<file path="src/rtl/mips_alu_pkg.sv">
// Shared constants for the MIPS ALU control / multiply-divide block:
// funct codes, ALU control codes, md FSM state encoding, divide-by-zero
// fill value and the combinational ALU control decode.
package mips_alu_pkg;

    // aluop values from main control
    localparam logic [1:0] ALUOP_ADD   = 2'b00;
    localparam logic [1:0] ALUOP_SUB   = 2'b01;
    localparam logic [1:0] ALUOP_RTYPE = 2'b10;
    localparam logic [1:0] ALUOP_OR    = 2'b11;

    // R-type ALU funct codes
    localparam logic [5:0] FN_ADD   = 6'h20;
    localparam logic [5:0] FN_SUB   = 6'h22;
    localparam logic [5:0] FN_AND   = 6'h24;
    localparam logic [5:0] FN_OR    = 6'h25;
    localparam logic [5:0] FN_XOR   = 6'h26;
    localparam logic [5:0] FN_NOR   = 6'h27;
    localparam logic [5:0] FN_SLT   = 6'h2A;
    localparam logic [5:0] FN_SLTU  = 6'h2B;

    // R-type multiply/divide and HI/LO move funct codes
    localparam logic [5:0] FN_MFHI  = 6'h10;
    localparam logic [5:0] FN_MTHI  = 6'h11;
    localparam logic [5:0] FN_MFLO  = 6'h12;
    localparam logic [5:0] FN_MTLO  = 6'h13;
    localparam logic [5:0] FN_MULT  = 6'h18;
    localparam logic [5:0] FN_MULTU = 6'h19;
    localparam logic [5:0] FN_DIV   = 6'h1A;
    localparam logic [5:0] FN_DIVU  = 6'h1B;

    // ALU control codes driven on gout
    localparam logic [3:0] G_AND  = 4'b0000;
    localparam logic [3:0] G_OR   = 4'b0001;
    localparam logic [3:0] G_ADD  = 4'b0010;
    localparam logic [3:0] G_XOR  = 4'b0011;
    localparam logic [3:0] G_SUB  = 4'b0110;
    localparam logic [3:0] G_SLT  = 4'b0111;
    localparam logic [3:0] G_SLTU = 4'b1000;
    localparam logic [3:0] G_NOR  = 4'b1100;
    localparam logic [3:0] G_NONE = 4'b1111;

    // Multiply/divide sequencer states
    localparam logic [1:0] ST_IDLE  = 2'b00;
    localparam logic [1:0] ST_RUN   = 2'b01;
    localparam logic [1:0] ST_FIXUP = 2'b10;
    localparam logic [1:0] ST_DONE  = 2'b11;

    // Divide by zero: every LO bit takes this value; HI receives the
    // dividend exactly as issued (no sign handling applied).
    localparam logic DIV0_QUOT_FILL = 1'b1;

    // ALU control decode shared by every build of the block
    function automatic logic [3:0] decode_gout(input logic [1:0] aluop,
                                               input logic [5:0] funct);
        logic [3:0] code;
        code = G_NONE;
        case (aluop)
            ALUOP_ADD: code = G_ADD;
            ALUOP_SUB: code = G_SUB;
            ALUOP_OR:  code = G_OR;
            ALUOP_RTYPE: begin
                case (funct)
                    FN_ADD:  code = G_ADD;
                    FN_SUB:  code = G_SUB;
                    FN_AND:  code = G_AND;
                    FN_OR:   code = G_OR;
                    FN_XOR:  code = G_XOR;
                    FN_NOR:  code = G_NOR;
                    FN_SLT:  code = G_SLT;
                    FN_SLTU: code = G_SLTU;
                    default: code = G_NONE;
                endcase
            end
            default: code = G_NONE;
        endcase
        return code;
    endfunction

endpackage

</file>
<file path="src/rtl/md_iter_core.sv">
// Iterative unsigned multiply / restoring divide engine.
// Takes one bit per cycle for WIDTH cycles after start; done_iter is high
// during the final iteration cycle so the results are stable the cycle after.
// Build option: ALUCONT_MD_DIV_EN includes the restoring divider step;
// without it only the shift-add multiplier is built and is_div is ignored.
module md_iter_core
    import mips_alu_pkg::*;
#(
    parameter int WIDTH = 32
) (
    input  logic             clk,
    input  logic             reset,
    input  logic             start,
    input  logic             is_div,
    input  logic [WIDTH-1:0] a,
    input  logic [WIDTH-1:0] b,
    output logic             done_iter,
    output logic [WIDTH-1:0] hi_raw,
    output logic [WIDTH-1:0] lo_raw
);

    localparam int CNT_W = $clog2(WIDTH) + 1;

    // r_acc: running partial product high half / partial remainder
    // r_q:   multiplier being shifted out / dividend shifting into quotient
    logic [WIDTH-1:0] r_acc;
    logic [WIDTH-1:0] r_q;
    logic [WIDTH-1:0] r_b;
    logic [CNT_W-1:0] r_cnt;
    logic             r_active;

    logic [WIDTH:0]   w_mul_sum;
    logic [WIDTH-1:0] w_acc_nxt;
    logic [WIDTH-1:0] w_q_nxt;

`ifdef ALUCONT_MD_DIV_EN
    logic             r_is_div;
    logic [WIDTH:0]   w_div_shift;
    logic [WIDTH:0]   w_div_diff;
`else
    logic             w_unused_is_div;
    assign w_unused_is_div = is_div;
`endif

    assign done_iter = r_active && (r_cnt == CNT_W'(WIDTH - 1));
    assign hi_raw    = r_acc;
    assign lo_raw    = r_q;

    // One iteration step: shift-add for multiply, restoring subtract for divide
    always_comb begin
        w_mul_sum = {1'b0, r_acc} + (r_q[0] ? {1'b0, r_b} : {(WIDTH+1){1'b0}});
        w_acc_nxt = w_mul_sum[WIDTH:1];
        w_q_nxt   = {w_mul_sum[0], r_q[WIDTH-1:1]};
`ifdef ALUCONT_MD_DIV_EN
        w_div_shift = {r_acc, r_q[WIDTH-1]};
        w_div_diff  = w_div_shift - {1'b0, r_b};
        if (r_is_div) begin
            // Top bit of the (WIDTH+1)-bit difference clear means it fits
            if (!w_div_diff[WIDTH]) begin
                w_acc_nxt = w_div_diff[WIDTH-1:0];
                w_q_nxt   = {r_q[WIDTH-2:0], 1'b1};
            end else begin
                w_acc_nxt = w_div_shift[WIDTH-1:0];
                w_q_nxt   = {r_q[WIDTH-2:0], 1'b0};
            end
        end else begin
            w_acc_nxt = w_mul_sum[WIDTH:1];
            w_q_nxt   = {w_mul_sum[0], r_q[WIDTH-1:1]};
        end
`endif
    end

    // Operand load on start, then one step per cycle until the count expires
    always_ff @(posedge clk) begin
        if (reset) begin
            r_acc    <= '0;
            r_q      <= '0;
            r_b      <= '0;
            r_cnt    <= '0;
            r_active <= 1'b0;
`ifdef ALUCONT_MD_DIV_EN
            r_is_div <= 1'b0;
`endif
        end else if (start) begin
            r_acc    <= '0;
            r_q      <= a;
            r_b      <= b;
            r_cnt    <= '0;
            r_active <= 1'b1;
`ifdef ALUCONT_MD_DIV_EN
            r_is_div <= is_div;
`endif
        end else if (r_active) begin
            r_acc <= w_acc_nxt;
            r_q   <= w_q_nxt;
            if (done_iter) begin
                r_cnt    <= '0;
                r_active <= 1'b0;
            end else begin
                r_cnt <= r_cnt + CNT_W'(1);
            end
        end
    end

endmodule

</file>
<file path="src/rtl/alucont_md.sv">
// ALU control decode plus sequenced multiply/divide unit with HI/LO.
// gout, md_rd and stall are combinational; HI/LO, md_busy and md_done are
// registered. A start op launches a WIDTH-cycle iteration followed by a
// sign fix-up cycle; HI/LO are written on entry to DONE.
// Build option: ALUCONT_MD_DIV_EN enables div/divu; without it funct
// 0x1A/0x1B are treated as invalid (gout=1111, no start, no stall).
module alucont_md
    import mips_alu_pkg::*;
#(
    parameter int WIDTH = 32
) (
    input  logic             clk,
    input  logic             reset,
    input  logic             valid,
    input  logic [1:0]       aluop,
    input  logic [5:0]       funct,
    input  logic [WIDTH-1:0] rs_val,
    input  logic [WIDTH-1:0] rt_val,
    output logic [3:0]       gout,
    output logic [WIDTH-1:0] md_rd,
    output logic             md_busy,
    output logic             md_done,
    output logic             stall,
    output logic [WIDTH-1:0] hi,
    output logic [WIDTH-1:0] lo
);

    localparam int PW = 2 * WIDTH;

    logic [1:0]       r_state;
    logic [WIDTH-1:0] r_hi;
    logic [WIDTH-1:0] r_lo;
    logic             r_md_busy;
    logic             r_md_done;
    logic             r_is_div;
    logic             r_neg_res;   // product / quotient negated
    logic             r_neg_rem;   // remainder negated (dividend sign)
    logic             r_div_zero;
    logic [WIDTH-1:0] r_dividend;

    logic             w_rtype;
    logic             w_is_mult;
    logic             w_is_divop;
    logic             w_is_start;
    logic             w_is_signed;
    logic             w_is_mf;
    logic             w_is_mt;
    logic             w_md_any;
    logic             w_accept;
    logic             w_start;
    logic [WIDTH-1:0] w_mag_a;
    logic [WIDTH-1:0] w_mag_b;
    logic             w_done_iter;
    logic [WIDTH-1:0] w_hi_raw;
    logic [WIDTH-1:0] w_lo_raw;
    logic [PW-1:0]    w_prod_mag;
    logic [PW-1:0]    w_prod_neg;
    logic [WIDTH-1:0] w_hi_fix;
    logic [WIDTH-1:0] w_lo_fix;

    // Instruction classification
    assign w_rtype   = (aluop == ALUOP_RTYPE);
    assign w_is_mult = w_rtype && ((funct == FN_MULT) || (funct == FN_MULTU));
`ifdef ALUCONT_MD_DIV_EN
    assign w_is_divop = w_rtype && ((funct == FN_DIV) || (funct == FN_DIVU));
`else
    assign w_is_divop = 1'b0;
`endif
    assign w_is_start  = w_is_mult || w_is_divop;
    assign w_is_signed = w_rtype && ((funct == FN_MULT) || (funct == FN_DIV));
    assign w_is_mf     = w_rtype && ((funct == FN_MFHI) || (funct == FN_MFLO));
    assign w_is_mt     = w_rtype && ((funct == FN_MTHI) || (funct == FN_MTLO));
    assign w_md_any    = w_is_start || w_is_mf || w_is_mt;

    // An md instruction is only taken while the sequencer is idle
    assign w_accept = valid && (r_state == ST_IDLE);
    assign w_start  = w_accept && w_is_start;
    assign stall    = valid && w_md_any && (r_state != ST_IDLE);

    // Operand magnitudes for signed ops; unsigned ops pass through raw
    assign w_mag_a = (w_is_signed && rs_val[WIDTH-1]) ? (~rs_val + WIDTH'(1)) : rs_val;
    assign w_mag_b = (w_is_signed && rt_val[WIDTH-1]) ? (~rt_val + WIDTH'(1)) : rt_val;

    assign hi      = r_hi;
    assign lo      = r_lo;
    assign md_busy = r_md_busy;
    assign md_done = r_md_done;

    md_iter_core #(
        .WIDTH (WIDTH)
    ) u_iter (
        .clk       (clk),
        .reset     (reset),
        .start     (w_start),
        .is_div    (w_is_divop),
        .a         (w_mag_a),
        .b         (w_mag_b),
        .done_iter (w_done_iter),
        .hi_raw    (w_hi_raw),
        .lo_raw    (w_lo_raw)
    );

    // ALU control code from aluop/funct
    always_comb begin
        gout = decode_gout(aluop, funct);
    end

    // HI/LO read port for mfhi/mflo
    always_comb begin
        md_rd = '0;
        if (w_rtype && (funct == FN_MFHI)) begin
            md_rd = r_hi;
        end else if (w_rtype && (funct == FN_MFLO)) begin
            md_rd = r_lo;
        end else begin
            md_rd = '0;
        end
    end

    assign w_prod_mag = {w_hi_raw, w_lo_raw};
    assign w_prod_neg = ~w_prod_mag + PW'(1);

    // Sign fix-up of the raw iteration results, consumed in FIXUP
    always_comb begin
        w_hi_fix = w_hi_raw;
        w_lo_fix = w_lo_raw;
        if (r_is_div) begin
            if (r_div_zero) begin
                w_lo_fix = {WIDTH{DIV0_QUOT_FILL}};
                w_hi_fix = r_dividend;
            end else begin
                w_lo_fix = r_neg_res ? (~w_lo_raw + WIDTH'(1)) : w_lo_raw;
                w_hi_fix = r_neg_rem ? (~w_hi_raw + WIDTH'(1)) : w_hi_raw;
            end
        end else begin
            if (r_neg_res) begin
                {w_hi_fix, w_lo_fix} = w_prod_neg;
            end else begin
                {w_hi_fix, w_lo_fix} = w_prod_mag;
            end
        end
    end

    // Sequencer FSM, HI/LO architectural state and busy/done flags
    always_ff @(posedge clk) begin
        if (reset) begin
            r_state    <= ST_IDLE;
            r_hi       <= '0;
            r_lo       <= '0;
            r_md_busy  <= 1'b0;
            r_md_done  <= 1'b0;
            r_is_div   <= 1'b0;
            r_neg_res  <= 1'b0;
            r_neg_rem  <= 1'b0;
            r_div_zero <= 1'b0;
            r_dividend <= '0;
        end else begin
            r_md_done <= 1'b0;
            case (r_state)
                ST_IDLE: begin
                    if (w_start) begin
                        r_state    <= ST_RUN;
                        r_md_busy  <= 1'b1;
                        r_is_div   <= w_is_divop;
                        r_neg_res  <= w_is_signed && (rs_val[WIDTH-1] ^ rt_val[WIDTH-1]);
                        r_neg_rem  <= w_is_signed && rs_val[WIDTH-1];
                        r_div_zero <= (rt_val == '0);
                        r_dividend <= rs_val;
                    end else if (w_accept && w_is_mt) begin
                        if (funct == FN_MTHI) begin
                            r_hi <= rs_val;
                        end else begin
                            r_lo <= rs_val;
                        end
                    end
                end
                ST_RUN: begin
                    if (w_done_iter) begin
                        r_state <= ST_FIXUP;
                    end
                end
                ST_FIXUP: begin
                    r_hi      <= w_hi_fix;
                    r_lo      <= w_lo_fix;
                    r_md_done <= 1'b1;
                    r_md_busy <= 1'b0;
                    r_state   <= ST_DONE;
                end
                ST_DONE: begin
                    r_state <= ST_IDLE;
                end
                default: begin
                    r_state   <= ST_IDLE;
                    r_md_busy <= 1'b0;
                end
            endcase
        end
    end

endmodule

</file>
<file path="config.mk">
export PLATFORM = sky130hd
export DESIGN_NAME = alucont_md
export DESIGN_NICKNAME = d
export VERILOG_FILES = /design/src/rtl/mips_alu_pkg.sv /design/src/rtl/md_iter_core.sv /design/src/rtl/alucont_md.sv
export SDC_FILE = /design/constraint.sdc
export NUM_CORES = 1
export LEC_CHECK = 0
export CORE_MARGIN = 2
export CORE_UTILIZATION = 55
export DETAILED_ROUTE_END_ITERATION = 8
export DONT_BUFFER_PORTS = 1
export PLACE_DENSITY = 0.72
export SLEW_MARGIN = 20
export SYNTH_ARGS = -nofsm -noshare
export SYNTH_HDL_FRONTEND = slang
export SYNTH_HIERARCHICAL = 1
export SYNTH_SLANG_ARGS = --single-unit
</file>
<file path="constraint.sdc">
create_clock -name clk -period 3.9 [get_ports clk]
set_input_delay 0.195 -clock clk [delete_from_list [all_inputs] [get_ports clk]]
set_output_delay 0.195 -clock clk [all_outputs]
set_load 0.02 [all_outputs]
</file>
* Word-level counts from Yosys, hierarchy flattened *
Index checks and enable logic that the tools add are counted.

storage, ports and cells
  register bits = 172
  bits in latches = 0
  bits in writable memories = 0
  memory bits (read-only) = 0
  input port bits = 75
  output and inout port bits = 103
  memories kept = 0

operators by class
  add/subtract/negate cells = 5
  $mul = 0
  divide/modulo/power cells = 0
  magnitude comparators = 0
  equal/unequal tests = 28
  shift operators = 0
  mux-type cells = 29
  bitwise operators = 4
  reduce and logical (&&, ||, !) cells = 32

operators with widths
  cell                   number
  $mux 32                15
  $pmux 32 s2            2
  $add 32x1->32 const B  2
  $add 64x1->64 const B  1
  $not 32->32            2
  $not 64->64            1
  $eq 6x5->1 const B     8
  $eq 6x6->1 const B     8
  $add 32x33->33         1
  $pmux 4 s8             1
  $pmux 4 s4             1
  $logic_and 1x1->1      15
  $eq 2x2->1 const B     4
  $pmux 2 s4             1
  $reduce_and 4->1       2
  $add 6x1->6 const B    1
  $logic_or 1x1->1       6
  $mux 6                 1
  $ne 2x1->1 const B     3
  $ne 2x2->1 const B     3
  $reduce_and 2->1       3
  $reduce_bool 2->1      3
  $mux 1                 5
  $eq 2x1->1 const B     2
  5 further kinds        7

* Longest topological paths before layout *
  depth after elaboration = 7
  gate-level depth with buffers = 13

* Cells and area by module *
The synthesis kept the hierarchy.

by module, submodules not included
  module        instances  cells each  area an instance (µm²)  seq. area each (µm²)
  alucont_md    1          914         6580.1                  1381.3
  md_iter_core  1          718         5888.1                  2062.0

* Worst setup path before layout *
Ideal clock, no wire load.

  path type = register -> register
  from = register u_iter.r_q[28] (netlist: u_iter/lo_raw[28])
  to = register r_hi[15] (netlist: hi[15])
  setup time = 116 ps
  data arrival time = 2693 ps
  required time = 3784 ps
  slack = 1092 ps
  cell stages (with the launch flop) = 8
  path buffers = 1
  cell sequence = dfxtp_1 > or4_4 > or4_4 > or4_1 > buf_4 > or3_1 > a211o_1 > and3_1

between the ends
  cells in the longest elaborated chain, start to end = 4

RTL lines
  item                    line                text
  from (decl)             md_iter_core.sv:27  logic [WIDTH-1:0] r_q;
  from (signal assigned)  md_iter_core.sv:95  r_q <= w_q_nxt;
  $not 64->64             alucont_md.sv:121   assign w_prod_neg = ~w_prod_mag + PW'(1);
  $add 64x1->64           alucont_md.sv:121
  $mux 32                 alucont_md.sv:136   if (r_neg_res) begin
  $pmux 32 s2             alucont_md.sv:159   case (r_state)
  to (signal assigned)    alucont_md.sv:171   r_hi <= rs_val;
  to (signal assigned)    alucont_md.sv:183   r_hi <= w_hi_fix;
  to (decl)               alucont_md.sv:31    logic [WIDTH-1:0] r_hi;

No other way between the ends.
A chain may end at the register's enable or synchronous reset.

* Final worst setup path *
  from = register u_iter.r_q[0] (netlist: u_iter/lo_raw[0])
  to = register r_hi[15] (netlist: hi[15])

The elaborated chain is that of the path after synthesis.

==> results.tsv <==
metric	value	unit
placed_area	12600	um2
min_period_over_period	0.865	
core	22400	um2
vias_per_cell	6.53	
die_width	155	um
status	completed	
relSlewSlack	0.312	
setup_viol	0	
drive_gt1_frac	0.0654	
area_delta_synth_final	6.60	%
power_frac_clock	0.368	
drc	0	
clockBufferDepth	2	
worst-path-max-fanout	37	
placementRows	55	
routed_wl	38700	um
cts_tree	yes	
cts_resized	0	
met2_usage	0.504	
clock_latency	440	ps
die_h	155	um
r2r-start	u_iter/lo_raw[0]$_SDFFE_PP0P_	
cts_sinks	172	
final-seq-area	3450	um2
wl_per_cell	20.6	um
fin_nets	1692	
reg2reg_to	hi[15]$_SDFFE_PP0P_	
worst_slew_pin_slew	1030	ps
tns	0	ps
top_usage_layer	met2	
grt_max_degree	109	
grt_use_met3	0.0602	
dp.cells	1837	
ant_nets	0	
clock_tree.root_cell	clkbuf_16	
htreeDepth	4	
vdd_drop_max	0.243	mV
vias	12239	
postLayoutSetupSlackWorst	527	ps
power.leakage	5.03	nW
switching_share	0.328	
reg2regPathDepth	6	
cts_buffers	17	
first_pass_iters	5	
dp_hpwl	27900	um
finalHoldViolations	0	
synth_nets	1747	
path_clk_slew	70	ps
fill_cells	2069	
grt_usage	0.316	
hold_class	primary input to flop	
p_per_area	347	nW/um2
synth_warnings	6	
p_comb_frac	0.139	
avgSynthCellArea	7.64	um2
critPathLaunchType	flop	
port_buffers	0	
regToRegSetupSlack	530	ps
start_util	0.556	
drt_iter0_drc	1263	
pwr-share-seq	0.493	
post_cts_buffers	0	
gr-usage-met1	0.424	
fin_area	13300	um2
multi_input_area	8520	um2
grt_pass1_wl	60100	um
crit_arrival	3710	ps
final_cells	1874	
finalMaxSlewViolations	0	
postSynthCellCount	1631	
fin_util	0.592	
critPathCapture	hi[15]$_SDFFE_PP0P_	
worstSetupPathType	flop to flop	
grt_overflow	0	
skew	13.7	ps
gp_congestion	0.973	
place_ws	590	ps
pin_count	178	
end_kind	flop	
dieArea	23900	um2
antennaDiodeCount	0	
antenna_found_initial	0	
rsz0062_at_grt	no	
p_int	3.10	mW
cap_violations	0	
crit_path_start	u_iter/lo_raw[0]$_SDFFE_PP0P_	
fmax	0.296	GHz
grt_pass1_vias	11212	
cp.required	4230	ps
total_switching_power	1.51	mW
synth_area	12500	um2
period_minus_slack	3370	ps
-- repair_timing --
| item | CTS | global route |
|---|---|---|
| hold buffers | 5 | 0 |
| hold endpoints to repair | 108 | 0 |
| endpoints found under the setup margin | 0 | 0 |
-- per-layer routing --
layer  routed length, um  vias up
met5                   0        -
met4                1350        0
met3                3010       77
met2               17400      514
met1               16900     5779
li1                    -     5869
-- registers in the layout (all words and copies together), names as in the netlist --
signal	count
u_iter/lo_raw	32
u_iter/hi_raw	32
hi	32
r_neg_res	1
lo	32
u_iter/r_cnt	6
r_state	2
u_iter/r_active	1
md_busy	1
u_iter/r_b	32
md_done	1
-- power groups by stage --
| stage | logic (mW) | clock network (mW) | registers [mW] |
|---|---|---|---|
| detailed placement | 0.601 | 0 | 2.31 |
| floorplan | 0.503 | 0 | 2.21 |
| global placement | 0.591 | 0 | 2.31 |
| finish | 0.639 | 1.70 | 2.27 |
| CTS | 0.633 | 1.71 | 2.27 |
| global route | 0.705 | 1.79 | 2.28 |
-- worst max-delay path, cell delays in order, from the launching register on --
cell     delay [ps]
dfxtp_1         640
nor2_1          290
nand4_1         370
or4_1          1010
or3_1           500
a211o_1         290
and3_1          170
-- final cells by class --
| cell class | count | area share |
|---|---|---|
| Clock inverter | 12 | 0.00847 |
| Sequential cell | 172 | 0.259 |
| Inverter | 31 | 0.00885 |
| Timing Repair Buffer | 32 | 0.0203 |
| Tap cell | 285 | 0.0268 |
| Clock buffer | 20 | 0.0351 |
| Multi-Input combinational cell | 1322 | 0.641 |
-- worst min path at each step --
stage                           from                              to  depth (start not counted)
after global placement         reset     u_iter/r_b[24]$_SDFFE_PP0P_                          1
after global routing           reset  u_iter/hi_raw[17]$_SDFFE_PP0P_                          2
final                     rt_val[31]     u_iter/r_b[31]$_SDFFE_PP0P_                          3
after CTS                  rs_val[7]   u_iter/lo_raw[7]$_SDFFE_PP0P_                          3
after detailed placement       reset     u_iter/r_b[25]$_SDFFE_PP0P_                          1
after floorplan            rs_val[0]   u_iter/lo_raw[0]$_SDFFE_PP0P_                          2
-- cell usage in the layout (no fill, tap or decap), types with 7 or more instances in the layout --
cell type  count
dfxtp_1      170
a21oi_1      142
ha_1          39
o31ai_1       26
o21a_1         8
a211o_1        8
clkbuf_16     17
o21ai_0       81
and2_1        38
nand2_1      125
o41ai_1       23
and3_1         7
a22o_1        33
nand4_1       27
a31oi_1        7
o211ai_1      30
mux2i_1       86
nor3_1        36
o311ai_0       7
nand3_1       28
or4_1         16
or2_2         12
nand3b_1       8
nand2b_1      11
nor2_1       235
or3_1         29
xnor2_1       58
a211oi_1      20
a21o_1         8
nor4_1        15
xor2_1        57
inv_1         30
buf_4         27
-- per-stage QoR --
stage,power (mW),hold WS (ps)
floorplan,2.71,338
global placement,2.90,280
detailed placement,2.91,281
CTS,4.61,4.45
global route,4.77,8.28
finish,4.61,10.5
Power figures use the tool's default switching activity.
